--- src/rtl/serial_pattern_tx.sv ---
// Serial pattern transmitter: shifts a captured frame out MSB first, one bit per bit_en tick,
// repeating the frame back-to-back a programmable number of times.
module serial_pattern_tx #(
  parameter int   MAX_LEN    = 16,
  parameter int   LEN_W      = 5,
  parameter int   CNT_W      = 8,
  parameter logic IDLE_LEVEL = 1'b0
) (
  input  logic               clk,
  input  logic               rst,
  input  logic               start,
  input  logic               abort,
  input  logic [MAX_LEN-1:0] pattern,
  input  logic [LEN_W-1:0]   len,
  input  logic [CNT_W-1:0]   repeat_cnt,
  input  logic               bit_en,
  output logic               x,
  output logic               x_valid,
  output logic               frame_start,
  output logic               busy,
  output logic               done
);

  localparam int IDX_W = (MAX_LEN > 1) ? $clog2(MAX_LEN) : 1;

  typedef enum logic [1:0] {
    IDLE  = 2'd0,
    SHIFT = 2'd1,
    DONE  = 2'd2
  } state_t;

  state_t             state_r, state_s;
  logic [MAX_LEN-1:0] pat_r, pat_s;
  logic [LEN_W-1:0]   top_r, top_s;
  logic [LEN_W-1:0]   idx_r, idx_s;
  logic [LEN_W-1:0]   eff_len_s;
  logic [CNT_W-1:0]   frm_r, frm_s;
  logic               x_r, x_s;
  logic               xv_r, xv_s;
  logic               fs_r, fs_s;
  logic               busy_r, busy_s;
  logic               done_r, done_s;

  assign x           = x_r;
  assign x_valid     = xv_r;
  assign frame_start = fs_r;
  assign busy        = busy_r;
  assign done        = done_r;

  // Next-state and next-output logic for the transmit FSM
  always_comb begin
    state_s = state_r;
    pat_s   = pat_r;
    top_s   = top_r;
    idx_s   = idx_r;
    frm_s   = frm_r;
    x_s     = x_r;
    xv_s    = 1'b0;
    fs_s    = 1'b0;
    busy_s  = busy_r;
    done_s  = 1'b0;
    eff_len_s = (len > LEN_W'(MAX_LEN)) ? LEN_W'(MAX_LEN) : len;

    case (state_r)
      IDLE: begin
        x_s    = IDLE_LEVEL;
        busy_s = 1'b0;
        // The done cycle still counts as finishing, so a start there is dropped
        if (start && !done_r) begin
          pat_s  = pattern;
          top_s  = eff_len_s - LEN_W'(1);
          idx_s  = eff_len_s - LEN_W'(1);
          frm_s  = repeat_cnt;
          busy_s = 1'b1;
          if ((eff_len_s == LEN_W'(0)) || (repeat_cnt == CNT_W'(0))) begin
            state_s = DONE;
          end else begin
            state_s = SHIFT;
          end
        end else begin
          state_s = IDLE;
        end
      end
      SHIFT: begin
        if (abort) begin
          state_s = IDLE;
          x_s     = IDLE_LEVEL;
          busy_s  = 1'b0;
        end else if (bit_en) begin
          x_s  = pat_r[idx_r[IDX_W-1:0]];
          xv_s = 1'b1;
          fs_s = (idx_r == top_r);
          if (idx_r == LEN_W'(0)) begin
            if (frm_r > CNT_W'(1)) begin
              frm_s = frm_r - CNT_W'(1);
              idx_s = top_r;
            end else begin
              state_s = DONE;
            end
          end else begin
            idx_s = idx_r - LEN_W'(1);
          end
        end else begin
          x_s = x_r;
        end
      end
      DONE: begin
        state_s = IDLE;
        done_s  = 1'b1;
        busy_s  = 1'b0;
        x_s     = IDLE_LEVEL;
      end
      default: begin
        state_s = IDLE;
        x_s     = IDLE_LEVEL;
        busy_s  = 1'b0;
      end
    endcase
  end

  // State, captured frame and registered outputs
  always_ff @(posedge clk) begin
    if (rst) begin
      state_r <= IDLE;
      pat_r   <= '0;
      top_r   <= '0;
      idx_r   <= '0;
      frm_r   <= '0;
      x_r     <= IDLE_LEVEL;
      xv_r    <= 1'b0;
      fs_r    <= 1'b0;
      busy_r  <= 1'b0;
      done_r  <= 1'b0;
    end else begin
      state_r <= state_s;
      pat_r   <= pat_s;
      top_r   <= top_s;
      idx_r   <= idx_s;
      frm_r   <= frm_s;
      x_r     <= x_s;
      xv_r    <= xv_s;
      fs_r    <= fs_s;
      busy_r  <= busy_s;
      done_r  <= done_s;
    end
  end

endmodule
--- config.mk ---
export PLATFORM = sky130hd
export DESIGN_NAME = serial_pattern_tx
export DESIGN_NICKNAME = d
export VERILOG_FILES = /design/src/rtl/serial_pattern_tx.sv
export SDC_FILE = /design/constraint.sdc
export NUM_CORES = 1
export LEC_CHECK = 0
export CAP_MARGIN = 0
export CORE_MARGIN = 3
export CORE_UTILIZATION = 45
export CTS_CLUSTER_SIZE = 40
export DETAILED_ROUTE_END_ITERATION = 12
export GPL_TIMING_DRIVEN = 0
export PLACE_DENSITY_LB_ADDON = 0.12
export SYNTH_ARGS = -nofsm -noshare
export SYNTH_HDL_FRONTEND = slang
export SYNTH_SLANG_ARGS = --single-unit
--- constraint.sdc ---
create_clock -name clk -period 1.8 [get_ports clk]
set_input_delay 0.36 -clock clk [delete_from_list [all_inputs] [get_ports clk]]
set_output_delay 0.36 -clock clk [all_outputs]
set_load 0.05 [all_outputs]
==> qor.yml <==
ir_worst_vdd_v: 0.000485
drive_above_1_share: 0.238
path_max_fanout: 6
syn_nets: 313
maxCapViolations: 0
hpwl_mm: 4.04
total_power_mw: 2.61
yosys-top-cells-area: "dfxtp_1, nand2_1, a21oi_1, nor2_1, ha_1"
path_class: "flip-flop to flip-flop"
mostFrequentLayoutCell: "nand2_1"
drv_slew: 0
syn_to_final_growth_pct: 36.8
first_pass_iters: 4
finalHoldWorstSlack_ns: 0.459
io_pins: 39
vias: 2137
synth_edf_count: 0
htree_num_levels: 2
power.density_nw_per_um2: 844
drt_wl_total_mm: 6.02
postCtsHoldBufs: 0
wl_met1_mm: 2.97
fmax_mhz: 533
nets: 370
gr-total-overflow: 0
setup_viol: 2
start_util: 0.472
grt_pass1_wl_mm: 10.0
worstSetupEndpointType: "flip-flop"
synth-async-reset-ratio: 0
grtUsageTotal: 0.213
dr_wl_met2_mm: 2.73
drtAntennaViolNets: 0
fin_skew_ns: 0.00557
die_x_um: 76.9
avgSynthCellArea_sq_um: 8.25
required_ns: 1.96
status: "finished with violations"
yosysWarnings: 0
n_antenna_cell: 0
rrSetupSlack_ns: -0.07
wl_met3_um: 253
ys_seq_area_frac: 0.363
syn-instance-count: 274
min_period_over_period: 1.04
arrival_ns: 2.04
fin_cells: 399
wl_per_cell_um: 15.1
core_sq_um: 4790
grt_start_max_net_pins: 14
routed_via_density: 5.36
cts_root_buf: "clkbuf_8"
synth_top_area_frac: 0.363
fin_ws_ns: -0.0749
gp_congestion: 0.841
min_path_type: "flip-flop to flip-flop"
period_minus_slack_ns: 1.87
grt_pass1_vias: 1982
cp-start-kind: "flip-flop"
drt_iter0_markers: 169
clk_path_buf_depth: 2
clkTransAtPathRegs_ns: 0.08
hold_viol: 0
fillCellCount: 414
synth.distinct_cells: 60
cts_tree: "done"
fp.dieH_um: 76.9
drcViolationCount: 0
rows: 25
slew_headroom: 0.600
rsz0062_at_grt: "true"
grt_antenna_before_repair: 0
tightest_slew_ns: 0.599
fp.dieArea_sq_um: 5910
numCtsBuffers: 5
dp.cells: 379
ys.flop_type: "dfxtp_1"
final_cell_mix: "nand2_1, dfxtp_1, clkdlybuf4s50_1"
io_buffers: 38
top_layer_used: "met4"
violations: "negative setup slack"
cellLeakagePower_nw: 1.19
synth_area_sq_um: 2260
synth_seq_cells: 41
clkLatencyLatePin_ns: 0.30
numClockSinks: 41
post-synth-top-area-cell: "dfxtp_1"
## sequential cells by signal, summed over array words and instances (netlist names)
signal / flops
done: 1
idx_r: 5
frame_start: 1
x_valid: 1
x: 1
state_r: 2
pat_r: 16
frm_r: 8
top_r: 5
busy: 1
## cell usage after synthesis (3+ instances only)
| cell type | number |
|---|---|
| dfxtp_1 | 41 |
| a211oi_1 | 5 |
| o21ai_0 | 6 |
| xor2_1 | 7 |
| nor3b_1 | 4 |
| buf_6 | 3 |
| ha_1 | 5 |
| o211ai_1 | 4 |
| o22ai_1 | 3 |
| inv_1 | 7 |
| nand2_1 | 46 |
| clkbuf_1 | 11 |
| nand2b_1 | 4 |
| nand3_1 | 3 |
| nor2_1 | 26 |
| nor3_2 | 3 |
| a21oi_1 | 28 |
| mux2i_1 | 5 |
| nor4_1 | 5 |
| nor2b_1 | 4 |
| nor3_1 | 9 |
## power by group
| part | internal, mW | switching, mW |
|---|---|---|
| registers | 0.990 | 0.0836 |
| logic | 0.456 | 0.464 |
| clock network | 0.274 | 0.342 |
## metal layers
layer / vias to the layer above / track usage
met5: - / 0
met4: 0 / 0.0489
met3: 8 / 0.0563
met2: 50 / 0.318
met1: 995 / 0.304
li1: 1084 / -
## kinds of logic after synthesis
| logic type | count (synthesis) | share of synthesized area |
|---|---|---|
| AND/OR/NAND/NOR | 122 | 0.282 |
| AO/OA/AOI/OAI | 64 | 0.192 |
| flip-flops | 41 | 0.363 |
| buffers and inverters | 25 | 0.0532 |
| XOR/XNOR | 9 | 0.0349 |
| multiplexers | 8 | 0.0471 |
| adder cells (fa/ha/maj) | 5 | 0.0277 |
## critical path, cell delays in order, from the launching register on
cell       delay (ns)
dfxtp_4          0.37
inv_4            0.06
ha_4             0.13
or4b_4           0.54
nor4b_4          0.31
o21ai_1          0.10
a2bb2oi_1        0.15
nor2_1           0.06
## layout make-up
cell class,instances,area (sq um),area share
plain buffers,16,95.1,0.0308
clock buffers,6,72.6,0.0235
clock inverters,2,15.0,0.00486
inverters,7,31.3,0.0101
multi-input cells,209,1480,0.479
flip-flops and latches,41,831,0.269
well taps,67,83.8,0.0271
repair buffers,51,482,0.156
## per-stage QoR
step / instance area (sq um) / utilization / setup WS (ns) / TNS, ns
2_1_floorplan: 2310 / - / -0.0382 / -0.0382
3_3_place_gp: 2770 / 0.579 / -0.440 / -11.95
3_5_place_dp: 2770 / 0.579 / -0.472 / -12.94
4_1_cts: 2990 / 0.624 / -0.0887 / -0.196
5_1_grt: 3090 / 0.646 / -0.120 / -0.800
6_report: 3090 / 0.646 / -0.0749 / -0.0751
## worst paths after layout
check | cells after the start | from | endpoint
hold / removal | 2 | pat_r[2] | pat_r[2]
setup / recovery | 7 | idx_r[1] | frm_r[4]
hold reg to reg | 2 | pat_r[2] | pat_r[2]
setup reg to reg | 7 | idx_r[1] | frm_r[4]
## timing repair
item                       CTS  global route
setup buffers                7             5
resized for setup           26            35
pin swaps                   16            13
setup endpoints to repair   37            30
cloned                       2             0
(Power assumes the default switching activity.)
